## config.mk

```make
export PLATFORM = sky130hd
export DESIGN_NAME = pr_read_arbiter
export DESIGN_NICKNAME = d
export VERILOG_FILES = /design/src/rtl/pr_axi_pkg.sv /design/src/rtl/rr_arbiter.sv /design/src/rtl/pr_read_arbiter.sv
export SDC_FILE = /design/constraint.sdc
export NUM_CORES = 1
export LEC_CHECK = 0
export ABC_AREA = 1
export BUFFER_PORTS_ARGS = -buffer_cell sky130_fd_sc_hd__buf_2
export CORE_ASPECT_RATIO = 1.1
export CORE_MARGIN = 5
export CORE_UTILIZATION = 25
export CTS_BUF_LIST = sky130_fd_sc_hd__clkbuf_4 sky130_fd_sc_hd__clkbuf_8
export DETAILED_ROUTE_END_ITERATION = 6
export PLACE_DENSITY = 0.55
export SETUP_SLACK_MARGIN = 0.05
export SYNTH_ARGS = -nofsm -noshare
export SYNTH_HDL_FRONTEND = slang
export SYNTH_SLANG_ARGS = --single-unit
```

## constraint.sdc

```tcl
create_clock -name clk -period 2.84 [get_ports clk]
set_input_delay 0.426 -clock clk [delete_from_list [all_inputs] [get_ports clk]]
set_output_delay 0.426 -clock clk [all_outputs]
set_load 0.01 [all_outputs]
```

## src/rtl/pr_axi_pkg.sv

```systemverilog
// rtl/pr_axi_pkg.sv - shared AXI read IDs, beat size and softreg constants for the PageRank engine
package pr_axi_pkg;

  localparam int RID_VERT = 0;
  localparam int RID_IE   = 1;
  localparam int RID_PR   = 2;

  localparam int N_RD_REQ = 3;

  localparam logic [2:0] AXSIZE_64B = 3'b110;

  localparam logic [31:0] SR_ADDR_DONE  = 32'h0000_0010;
  localparam logic [31:0] SR_ADDR_ROUND = 32'h0000_0014;

endpackage

```

## src/rtl/rr_arbiter.sv

```systemverilog
// rtl/rr_arbiter.sv - round-robin picker: first eligible index at or after ptr, with wrap-around
module rr_arbiter #(
  parameter int N  = 3,
  parameter int PW = 2
) (
  input  logic [N-1:0]  eligible,
  input  logic [PW-1:0] ptr,
  output logic [N-1:0]  grant,
  output logic [PW-1:0] grant_idx,
  output logic [PW-1:0] next_ptr,
  output logic          any_grant
);

  int idx;

  always_comb begin
    grant     = '0;
    grant_idx = '0;
    next_ptr  = ptr;
    any_grant = 1'b0;
    idx       = 0;
    for (int k = 0; k < N; k++) begin
      idx = (int'(ptr) + k) % N;
      if (!any_grant && eligible[idx]) begin
        any_grant  = 1'b1;
        grant[idx] = 1'b1;
        grant_idx  = PW'(idx);
        next_ptr   = (idx + 1 == N) ? '0 : PW'(idx + 1);
      end
    end
  end

endmodule

```

## src/rtl/pr_read_arbiter.sv

```systemverilog
// rtl/pr_read_arbiter.sv - shares one AXI read port between the vertex, in-edge and PR-score readers
module pr_read_arbiter
  import pr_axi_pkg::*;
#(
  parameter int N_REQ   = N_RD_REQ,
  parameter int ADDR_W  = 64,
  parameter int MAX_OUT = 4
) (
  input  logic                    clk,
  input  logic                    reset_n,
  input  logic [N_REQ-1:0]        req_valid,
  input  logic [N_REQ*ADDR_W-1:0] req_addr,
  input  logic [N_REQ*8-1:0]      req_len,
  output logic [N_REQ-1:0]        req_ready,
  output logic [15:0]             arid_m,
  output logic [ADDR_W-1:0]       araddr_m,
  output logic [7:0]              arlen_m,
  output logic [2:0]              arsize_m,
  output logic                    arvalid_m,
  input  logic                    arready_m,
  input  logic [15:0]             rid_m,
  input  logic                    rlast_m,
  input  logic                    rvalid_m,
  output logic                    rready_m,
  output logic [N_REQ-1:0]        resp_valid,
  input  logic [N_REQ-1:0]        resp_ready,
  output logic [N_REQ*3-1:0]      outstanding,
  output logic                    idle,
  output logic                    err
);

  localparam int PW = (N_REQ > 1) ? $clog2(N_REQ) : 1;

  logic [2:0]        credit [N_REQ];
  logic [PW-1:0]     ptr, next_ptr, grant_idx;
  logic [N_REQ-1:0]  eligible, grant, cr_inc, cr_dec;
  logic              any_grant, slot_free, ar_hs, r_hs, rid_known, all_zero;
  logic [ADDR_W-1:0] sel_addr;
  logic [7:0]        sel_len;

  assign slot_free = !arvalid_m || arready_m;
  assign ar_hs     = arvalid_m && arready_m;
  assign arsize_m  = AXSIZE_64B;

  // An AR sitting in the slot already owns a credit even if it drains this cycle.
  always_comb begin
    eligible = '0;
    for (int i = 0; i < N_REQ; i++) begin
      eligible[i] = req_valid[i] &&
                    (({1'b0, credit[i]} + {3'b000, (arvalid_m && arid_m == 16'(i))}) < 4'(MAX_OUT));
    end
  end

  rr_arbiter #(.N(N_REQ), .PW(PW)) u_rr (
    .eligible  (eligible),
    .ptr       (ptr),
    .grant     (grant),
    .grant_idx (grant_idx),
    .next_ptr  (next_ptr),
    .any_grant (any_grant)
  );

  assign req_ready = slot_free ? grant : '0;

  always_comb begin
    sel_addr = '0;
    sel_len  = '0;
    for (int i = 0; i < N_REQ; i++) begin
      if (grant[i]) begin
        sel_addr = req_addr[i*ADDR_W +: ADDR_W];
        sel_len  = req_len[i*8 +: 8];
      end
    end
  end

  // Unknown IDs are swallowed so a stray beat can never stall the port.
  always_comb begin
    resp_valid = '0;
    rready_m   = 1'b1;
    rid_known  = 1'b0;
    for (int i = 0; i < N_REQ; i++) begin
      if (rid_m == 16'(i)) begin
        rid_known     = 1'b1;
        rready_m      = resp_ready[i];
        resp_valid[i] = rvalid_m;
      end
    end
  end

  assign r_hs = rvalid_m && rready_m;

  always_comb begin
    cr_inc = '0;
    cr_dec = '0;
    for (int i = 0; i < N_REQ; i++) begin
      cr_inc[i] = ar_hs && (arid_m == 16'(i));
      cr_dec[i] = r_hs && rlast_m && (rid_m == 16'(i));
    end
  end

  always_ff @(posedge clk or negedge reset_n) begin
    if (!reset_n) begin
      arvalid_m <= 1'b0;
      arid_m    <= '0;
      araddr_m  <= '0;
      arlen_m   <= '0;
      ptr       <= '0;
    end else if (slot_free) begin
      arvalid_m <= any_grant;
      if (any_grant) begin
        arid_m   <= 16'(grant_idx);
        araddr_m <= {sel_addr[ADDR_W-1:6], 6'b0};
        arlen_m  <= sel_len;
        ptr      <= next_ptr;
      end
    end
  end

  always_ff @(posedge clk or negedge reset_n) begin
    if (!reset_n) begin
      for (int i = 0; i < N_REQ; i++) credit[i] <= '0;
      err <= 1'b0;
    end else begin
      if (rvalid_m && !rid_known) err <= 1'b1;
      for (int i = 0; i < N_REQ; i++) begin
        if (cr_inc[i] && !cr_dec[i]) begin
          credit[i] <= credit[i] + 3'd1;
        end else if (cr_dec[i] && !cr_inc[i]) begin
          if (credit[i] == 3'd0) err <= 1'b1;
          else credit[i] <= credit[i] - 3'd1;
        end
      end
    end
  end

  always_comb begin
    outstanding = '0;
    all_zero    = 1'b1;
    for (int i = 0; i < N_REQ; i++) begin
      outstanding[i*3 +: 3] = credit[i];
      if (credit[i] != 3'd0) all_zero = 1'b0;
    end
  end

  assign idle = !arvalid_m && all_zero;

endmodule

```

==> flow_metrics.env, run 1 <==
export IMPL_status="finished, final reports clean"
export IMPL_power_density_nw_per_um2=1230
export IMPL_power_share_sequential=0.198
export IMPL_cts_clk_slew_worst_paths_ps=100
export IMPL_cts_root_buf="clkbuf_8"
export IMPL_layout_common_cells="380 x nand2_1, 310 x buf_2, 173 x inv_1, 135 x a21oi_1, 96 x nor2_1"
export IMPL_num_fill_cells=2770
export IMPL_clockBufferDepth=2
export IMPL_skew_ps=16.3
export IMPL_p_sw_frac=0.528
export IMPL_io_pins=353
export IMPL_htreeDepth=3
export IMPL_switchingPower_mw=5.37
export IMPL_worstSetupStartpoint="ptr[0]"
export IMPL_critical_path_startpoint_type="register"
export IMPL_grt_max_degree=93
export IMPL_cts_tree="yes"
export IMPL_dieHeight_um=175
export IMPL_via_per_inst=4.18
export IMPL_min_period_ps=2610
export IMPL_fin_crit_sh=0.919
export IMPL_avgSynthCellArea_um2=6.09
export IMPL_layout_drive_gt1_share=0.279
export IMPL_grt_overflow=0
export IMPL_rsz0062_at_grt="false"
export IMPL_p_int_mw=4.79
export IMPL_wirelength_um=20300
export IMPL_critPathKind="register to output port"
export IMPL_max_vdd_ir_drop_mv=0.624
export IMPL_insertion_delay_ps=370
export IMPL_post_drt_wl_per_cell_um=12.5
export IMPL_p_leak_nw=5.30
export IMPL_yosysWarnings=0
export IMPL_ant_nets=0
export IMPL_maxCapViolations=0
export IMPL_ys_seq_area_frac=0.326
export IMPL_setup_viol=0
export IMPL_areaGrowthSynthToFinish_pct=32.9
export IMPL_grt_pass1_vias=6332
export IMPL_dieWidth_um=160
export IMPL_synth_ff_latch_count=81
export IMPL_critPathRequiredTime_ps=2410
export IMPL_worstPathArrival_ps=2180
export IMPL_power_frac_comb=0.704
export IMPL_drtPass1Iterations=4
export IMPL_cp_max_fo=7
export IMPL_numPortBuffers=311
export IMPL_grt_pass1_wl_um=31800
export IMPL_hold_viol=0
export IMPL_fmaxAchievable_ghz=0.383
export IMPL_synth_cell_types=27
export IMPL_first_iter_violations=323
export IMPL_p_clk_frac=0.098
export IMPL_rr_startpoint="ptr[0]"
export IMPL_gp_congestion=0.811
export IMPL_antenna_found_initial=0
export IMPL_initial_core_util=0.254
export IMPL_r2r_end="araddr_m[7]"
export IMPL_worstSetupEndpoint="req_ready[2]"
export IMPL_clock_sinks=81
export IMPL_numCtsBuffers=9
export IMPL_routed_via_count=6773
export IMPL_reg2reg_depth=16
export IMPL_grt_total_usage=0.138
export IMPL_finish_utilization=0.337
export IMPL_netlist_instances=1020
export IMPL_slew_viol_final=0
export IMPL_fin_nets=1563
export IMPL_cp_end_kind="output port"
export IMPL_dp_hpwl_um=15400
export IMPL_coreArea_um2=24500
export IMPL_rows=60
export IMPL_route_detailed_drc=0
export IMPL_synth_area_um2=6210
export IMPL_tns_ps=0
export IMPL_die_area_um2=28100
export IMPL_r2r_slack_ps=410
export IMPL_min_path_type="primary input to register"
export IMPL_diodes=0
export IMPL_final_common_cell="nand2_1"
==> cells by family (layout without fill, tap and decap cells) <==
logic type	count (synthesis)	after routing	share of synthesized area
AOI/OAI and AO/OA	145	145	0.118
xor gates and xnor gates	5	5	0.00705
adders and majority gates	13	13	0.0298
buffers and inverters	251	521	0.187
DFF	81	81	0.326
other	2	23	0.00121
and+or+nand+nor	523	523	0.331
==> routing by layer <==
metal	vias up	wire length (µm)	GRT usage
li1	3584	-	-
met1	2952	8660	0.165
met2	219	9800	0.242
met3	18	1580	0.0418
met4	0	258	0.0333
met5	-	0	0
==> repair_timing <==
item	CTS	global route
hold buffers	1	0
setup buffers	0	3
endpoints found under the hold margin	2	0
resized for setup	0	11
endpoints found under the setup margin	0	4
==> Yosys cell counts, drive strengths merged <==
library cell	number	area share
nand2	384	0.23
inv	179	0.11
a21oi	135	0.11
nor2	101	0.063
dfrtp	81	0.33
buf	65	0.074
nand3	27	0.024
ha	10	0.020
clkbuf	7	0.0042
nand4	7	0.0070
o21ai	5	0.0040
xnor2	5	0.0070
fa	3	0.0097
nor3	3	0.0024
conb	2	0.0012
o22ai	2	0.0020
a311oi	1	0.0014
a31oi	1	0.0010
o31ai	1	0.0012
or2	1	0.0010
==> through the flow <==
step	power, mW	hold WS, ps	setup WS, ps	cell area (µm²)	std cells
2_1_floorplan	7.27	130	281	6290	1041
3_3_place_gp	9.14	424	184	7970	1602
3_5_place_dp	9.22	421	148	7970	1602
4_1_cts	10.3	318	79.8	8200	1618
5_1_grt	11.4	334	51.4	8260	1621
6_report	10.2	350	230	8260	1621
==> flip-flops by register name (all words and copies together), names as in the netlist <==
| register | cells |
|---|---|
| araddr_m | 58 |
| arid_m | 2 |
| arlen_m | 8 |
| arvalid_m | 1 |
| err | 1 |
| outstanding | 9 |
| ptr | 2 |
==> how the worst min path moves through the flow <==
stage | startpoint | endpoint | slack, ps | depth (start not counted)
after floorplan | reset_n | araddr_m[10] | 130 | 0
after global placement | reset_n | araddr_m[38] | 420 | 1
after detailed placement | reset_n | araddr_m[38] | 420 | 1
after CTS | req_addr[89] | araddr_m[25] | 320 | 5
after global routing | req_addr[97] | araddr_m[33] | 330 | 5
final | req_addr[89] | araddr_m[25] | 350 | 5
==> worst max-delay path: stages, from the launching register on <==
cell     delay [ps]
dfrtp_1         390
buf_4           150
ha_4            180
inv_2           110
nor2_2           50
nand3_2         100
nand2_2          70
nor2_4          180
nand4_1         220
a31oi_1         210
buf_2           180
==> power groups by stage <==
stage	Sequential [mW]	Combinational, mW	Clock [mW]
global placement	2.03	7.12	0
detailed placement	2.04	7.19	0
CTS	2.02	7.21	1.05
global route	2.09	8.20	1.09
finish	2.01	7.15	0.992
floorplan	2.22	5.05	0
==> area by class of cell <==
type	instances	area [µm²]	share of cell area
clock inverter	4	76.3	0.00924
tap	310	388	0.0470
timing repair buffer	327	1790	0.217
inverter	179	672	0.0814
multi-input combinational	709	3150	0.382
sequential	81	2030	0.246
clock buffer	11	145	0.0176
Power figures use the tool's default switching activity.
==> inputs of run 2 (changes only) <==
--- a/config.mk
+++ b/config.mk
@@ -5,14 +5,13 @@
 export SDC_FILE = /design/constraint.sdc
 export NUM_CORES = 1
 export LEC_CHECK = 0
-export ABC_AREA = 1
 export BUFFER_PORTS_ARGS = -buffer_cell sky130_fd_sc_hd__buf_2
 export CORE_ASPECT_RATIO = 1.1
 export CORE_MARGIN = 5
 export CORE_UTILIZATION = 25
 export CTS_BUF_LIST = sky130_fd_sc_hd__clkbuf_4 sky130_fd_sc_hd__clkbuf_8
 export DETAILED_ROUTE_END_ITERATION = 6
-export PLACE_DENSITY = 0.55
+export PLACE_DENSITY = 0.58
 export SETUP_SLACK_MARGIN = 0.05
 export SYNTH_ARGS = -nofsm -noshare
 export SYNTH_HDL_FRONTEND = slang
==> run 2 against run 1 <==
Compared with the run above: design area is 9.4% lower; via count is 14% lower; global-route usage grew 3.3 points; the flow now finishes with violations (setup timing); non-clock buffer count grew 39; total power fell by 9.0%; sequential cell count unchanged; register-to-register slack got worse by 320 ps; largest cell class unchanged; first-iteration DRC count rose by 8.7%.
==> flow_metrics.env, run 2 <==
export IMPL_rr_startpoint="ptr[1]"
export IMPL_synth_ff_latch_count=81
export IMPL_clock_sinks=81
export IMPL_grt_overflow=0
export IMPL_status="finished with violations"
export IMPL_skew_ps=18.5
export IMPL_gp_congestion=0.816
export IMPL_layout_drive_gt1_share=0.456
export IMPL_grt_total_usage=0.171
export IMPL_cp_max_fo=6
export IMPL_power_frac_comb=0.655
export IMPL_clockBufferDepth=2
export IMPL_rows=54
export IMPL_power_density_nw_per_um2=1240
export IMPL_yosysWarnings=0
export IMPL_final_common_cell="buf_2"
export IMPL_htreeDepth=3
export IMPL_hold_viol=0
export IMPL_synth_area_um2=5010
export IMPL_die_area_um2=23000
export IMPL_coreArea_um2=19800
export IMPL_num_fill_cells=2110
export IMPL_route_detailed_drc=0
export IMPL_min_period_ps=2900
export IMPL_ant_nets=0
export IMPL_numPortBuffers=311
export IMPL_worstMarginPinSlew_ps=1100
export IMPL_synth_common_cells="81 x dfrtp_1, 81 x nand2_1, 73 x nand3_1"
export IMPL_min_path_type="primary input to async pin"
export IMPL_largest_register="araddr_m"
export IMPL_async_flop_share=1.00
export IMPL_fmaxAchievable_ghz=0.345
export IMPL_violations="setup timing"
export IMPL_layout_common_cells="309 x buf_2, 81 x nand2_1, 79 x dfrtp_1, 73 x nand3_1, 72 x a31oi_1"
export IMPL_rsz0062_at_grt="true"
export IMPL_setup_viol=1
export IMPL_design_area_um2=7480
export IMPL_drtPass1Iterations=4
export IMPL_worstPathArrival_ps=2470
export IMPL_routed_via_count=5805
export IMPL_critical_path_startpoint_type="register"
export IMPL_initial_core_util=0.253
export IMPL_yosys_top_cells_area="dfrtp_1 40%, a31oi_1 9.0%, o22ai_1 8.5%"
export IMPL_synth_cell_types=54
export IMPL_largest_reg_flops=58
export IMPL_antenna_found_initial=0
export IMPL_post_drt_wl_per_cell_um=18.0
export IMPL_fin_nets=1165
export IMPL_dp_hpwl_um=15200
export IMPL_dieHeight_um=159
export IMPL_areaGrowthSynthToFinish_pct=49.2
export IMPL_grt_max_degree=82
export IMPL_p_clk_frac=0.105
export IMPL_ys_flop_type="dfrtp_1"
export IMPL_p_sw_frac=0.478
export IMPL_dieWidth_um=145
export IMPL_slew_headroom=0.265
export IMPL_switchingPower_mw=4.42
export IMPL_hold_ws_ps=248
export IMPL_synth_edf_count=0
export IMPL_synth_top_area_frac=0.404
export IMPL_wirelength_um=20900
export IMPL_cts_tree="yes"
export IMPL_io_pins=353
export IMPL_critPathRequiredTime_ps=2410
export IMPL_critPathKind="register to output port"
export IMPL_r2r_end="araddr_m[25]"
export IMPL_hold_buffers=0
export IMPL_ys_seq_area_frac=0.404
export IMPL_maxCapViolations=0
export IMPL_netlist_instances=582
export IMPL_cts_clk_slew_worst_paths_ps=90
export IMPL_cp_end_kind="output port"
export IMPL_yosys_area_top_type="dfrtp_1"
export IMPL_grt_pass1_vias=5736
export IMPL_placed_area_um2=6960
export IMPL_multi_input_area_um2=2770
export IMPL_via_per_inst=4.98
export IMPL_numCtsBuffers=9
export IMPL_grt_pass1_wl_um=31400
export IMPL_first_iter_violations=351
export IMPL_power_share_sequential=0.240
export IMPL_diodes=0
export IMPL_cts_root_buf="clkbuf_8"
export IMPL_regArea_um2=2030
export IMPL_p_leak_nw=3.44
export IMPL_p_int_mw=4.83
export IMPL_finalWorstSetupSlack_ps=-58.5
export IMPL_insertion_delay_ps=370
export IMPL_r2r_slack_ps=90
export IMPL_avgSynthCellArea_um2=8.61
export IMPL_max_vdd_ir_drop_mv=0.681
export IMPL_fin_crit_sh=1.02
export IMPL_reg2reg_depth=11
export IMPL_slew_viol_final=0
==> run 2: changes by cell type in the layout (fill, tap and decap cells not counted), sizes merged, moves of 66 or more <==
cell	before	now
a21oi	135	5
o22ai	2	68
nor2	101	15
inv	180	17
nand2	384	81
a31oi	1	73
==> run 2: timing repair <==
item,CTS,global route
endpoints found under the setup margin,17,25
resized for setup,23,16
setup buffers,7,8
pin swaps,8,11
==> run 2: metal layers <==
layer  routed length [µm]  vias to the layer above  share of wire  track usage
li1                     -                     2784              -            -
met1                 8730                     2774           0.42        0.208
met2                10600                      235           0.51        0.303
met3                 1400                       12          0.067       0.0416
met4                  219                        0          0.010       0.0439
met5                    0                        -              0            0
==> run 2: final cells by class <==
cell class,count,share of cell area
Clock buffer,9,0.0166
Inverter,16,0.00836
Multi-Input combinational cell,435,0.371
Tap cell,252,0.0422
Sequential cell,81,0.271
Timing Repair Buffer,366,0.279
Clock inverter,6,0.0124
==> run 2: critical path: stages (launching register included) <==
cell	delay, ps
dfrtp_1	420
buf_6	130
ha_4	330
inv_4	50
a2111oi_4	380
a311oi_4	110
o311ai_4	290
o21ai_2	120
nor2_2	120
buf_2	150
==> run 2: worst max path at each step <==
stage	endpoint	cells past startpoint	startpoint
floorplan	req_ready[0]	9	ptr[0]
global placement	araddr_m[8]	10	ptr[1]
detailed placement	araddr_m[8]	10	ptr[1]
CTS	req_ready[1]	9	ptr[0]
global route	req_ready[0]	9	ptr[1]
finish	req_ready[0]	9	ptr[1]
==> run 2: metrics by stage <==
step / util / std cells / setup WS (ps) / total power, mW / TNS (ps)
global placement: 0.352 / 1135 / -18.1 / 7.89 / -18.1
finish: 0.378 / 1165 / -58.5 / 9.25 / -58.5
floorplan: - / 603 / 117 / 5.67 / 0
detailed placement: 0.352 / 1135 / -1.35 / 7.92 / -1.35
CTS: 0.371 / 1157 / -42.1 / 9.15 / -80.0
global route: 0.378 / 1165 / -175 / 10.0 / -263
==> run 2: power by group through the flow <==
stage / sequential [mW] / clock (mW) / combinational [mW]
6_report: 2.22 / 0.972 / 6.06
5_1_grt: 2.30 / 1.07 / 6.67
4_1_cts: 2.22 / 1.02 / 5.91
3_3_place_gp: 2.23 / 0 / 5.66
3_5_place_dp: 2.23 / 0 / 5.69
2_1_floorplan: 2.48 / 0 / 3.20
==> run 2: cells by family after synthesis <==
group                    Yosys count  share of synthesized area
AND/OR/NAND/NOR                  213                      0.203
AO/OA/AOI/OAI                    182                      0.251
buffers and inverters             87                     0.0946
flip-flops                        81                      0.404
adder cells (fa/ha/maj)           13                     0.0369
multiplexers                       3                    0.00624
other                              2                    0.00150
XOR/XNOR                           1                    0.00175
==> inputs of run 3 (changes only) <==
--- a/config.mk
+++ b/config.mk
@@ -6,12 +6,11 @@
 export NUM_CORES = 1
 export LEC_CHECK = 0
 export BUFFER_PORTS_ARGS = -buffer_cell sky130_fd_sc_hd__buf_2
-export CORE_ASPECT_RATIO = 1.1
-export CORE_MARGIN = 5
-export CORE_UTILIZATION = 25
+export CORE_AREA = 2 2 137 139
 export CTS_BUF_LIST = sky130_fd_sc_hd__clkbuf_4 sky130_fd_sc_hd__clkbuf_8
 export DETAILED_ROUTE_END_ITERATION = 6
-export PLACE_DENSITY = 0.58
+export DIE_AREA = 0 0 139 141
+export PLACE_DENSITY = 0.63
 export SETUP_SLACK_MARGIN = 0.05
 export SYNTH_ARGS = -nofsm -noshare
 export SYNTH_HDL_FRONTEND = slang
==> run 3 against run 2 <==
Compared with the run above: the flow still finishes with violations (setup timing); combinational power is 2% lower; clock-buffer cell count stayed put; core utilization is 2.6 points higher; critical endpoint unchanged; largest power group unchanged.
==> flow_metrics.env, run 3 (synthesized netlist as in run 2, its figures left out) <==
export IMPL_routed_via_count=5943
export IMPL_dieWidth_um=139
export IMPL_setup_viol=1
export IMPL_numPortBuffers=311
export IMPL_critical_path_startpoint_type="register"
export IMPL_drtPass1Iterations=5
export IMPL_worst_path_buf_inv=1
export IMPL_maxCapViolations=0
export IMPL_ant_nets=0
export IMPL_critPathRequiredTime_ps=2410
export IMPL_clock_sinks=81
export IMPL_io_pins=353
export IMPL_dpl_worst_slack_ps=21.6
export IMPL_dp_cells=1100
export IMPL_status="finished with violations"
export IMPL_initial_core_util=0.274
export IMPL_dieHeight_um=141
export IMPL_min_period_ps=2840
export IMPL_violations="setup timing"
export IMPL_path_cells="nor4bb_4 -> a2111oi_4 -> or3_4 -> o311ai_4 -> o21ai_2 -> nor2_1 -> buf_2"
export IMPL_min_path_type="primary input to async pin"
export IMPL_clockBufferDepth=2
export IMPL_p_leak_nw=3.40
export IMPL_hold_viol=0
export IMPL_rsz0062_at_grt="true"
export IMPL_final_common_cell="buf_2"
export IMPL_antenna_found_initial=0
export IMPL_htreeDepth=3
export IMPL_hold_buffers=0
export IMPL_power_density_nw_per_um2=1220
export IMPL_fmaxAchievable_ghz=0.352
export IMPL_max_vdd_ir_drop_mv=0.625
export IMPL_slowest_stage="dfrtp_2"
export IMPL_diodes=0
export IMPL_worstMarginPinSlew_ps=504
export IMPL_coreArea_um2=18300
export IMPL_fin_nets=1161
export IMPL_slew_viol_final=0
export IMPL_grt_overflow=0
export IMPL_reg2reg_depth=11
export IMPL_largest_reg_flops=58
export IMPL_grt_pass1_vias=5836
export IMPL_fin_crit_sh=1.00
export IMPL_num_fill_cells=1906
export IMPL_grt_total_usage=0.192
export IMPL_crit_family="simple AND/OR/NAND/NOR gates"
export IMPL_stdcell_count=1144
export IMPL_route_detailed_drc=0
export IMPL_die_area_um2=19600
export IMPL_slew_headroom=0.664
export IMPL_rows=50
export IMPL_cp_max_fo=5
export IMPL_layout_drive_gt1_share=0.455
export IMPL_layout_common_cells="310 x buf_2, 81 x nand2_1, 77 x dfrtp_1, 72 x nand3_1, 71 x a31oi_1"
export IMPL_worstPathArrival_ps=2420
export IMPL_post_drt_wl_per_cell_um=16.9
export IMPL_placed_area_um2=6820
export IMPL_via_per_inst=5.19
export IMPL_tns_ps=-2.16
export IMPL_cts_clk_slew_worst_paths_ps=90
export IMPL_cp_end_kind="output port"
export IMPL_dp_hpwl_um=13300
export IMPL_grt_pass1_wl_um=30500
export IMPL_design_area_um2=7380
export IMPL_cts_root_buf="clkbuf_8"
export IMPL_slowest_delay_ps=450
export IMPL_skew_ps=23.5
export IMPL_largest_register="araddr_m"
export IMPL_areaGrowthSynthToFinish_pct=47.2
export IMPL_finalWorstSetupSlack_ps=-2.16
export IMPL_insertion_delay_ps=380
export IMPL_grt_max_degree=51
export IMPL_numCtsBuffers=9
export IMPL_first_iter_violations=363
export IMPL_crit_cells=7
export IMPL_critPathKind="register to output port"
export IMPL_gp_congestion=0.848
export IMPL_cts_tree="yes"
export IMPL_wirelength_um=19400
## run 3: changes by cell type in the layout (fill, tap and decap cells not counted), sizes merged
cell,delta
buf,-4
bufinv,-2
clkinv,+1
inv,+2
## run 3: through the flow
stage | hold WS (ps) | utilization | power, mW
global placement | 434 | 0.373 | 7.60
global route | 22.7 | 0.404 | 9.72
floorplan | 130 | - | 5.67
CTS | 10.4 | 0.398 | 8.84
detailed placement | 434 | 0.373 | 7.68
finish | 6.31 | 0.404 | 8.99
## run 3: layer usage
layer	global-route usage	part of all wire	routed length [µm]
met4	0.0558	0.017	338
met3	0.0421	0.069	1330
met5	0	0	0
met1	0.243	0.42	8140
met2	0.330	0.49	9570
## run 3: final timing paths
check                             startpoint           end  slack, ps
min in group clk                 req_len[14]    arlen_m[6]        280
worst min register to register  araddr_m[11]  araddr_m[11]        570
worst max register to register     arid_m[1]  araddr_m[22]         90
worst min-delay path                 reset_n  araddr_m[54]          6
max in group asynchronous            reset_n  araddr_m[24]       2170
worst max-delay path               arid_m[1]  req_ready[0]         -2
## run 3: area by class of cell
class	count	area, µm²	area share
clock buffer	9	124	0.0168
clock inverter	7	51.3	0.00695
inverter	16	60.1	0.00814
multi-input combinational	435	2770	0.375
sequential	81	2030	0.275
tap	234	293	0.0397
timing repair buffer	362	2050	0.278
## run 3: what timing repair did
item	CTS	global route
resized for setup	26	8
setup endpoints to repair	24	19
setup buffers	20	9
pin swaps	12	9
## run 3: report_power, final
group          internal, mW  switching, mW
sequential             1.82          0.417
clock                 0.324          0.488
combinational          2.46           3.49
total                  4.60           4.39
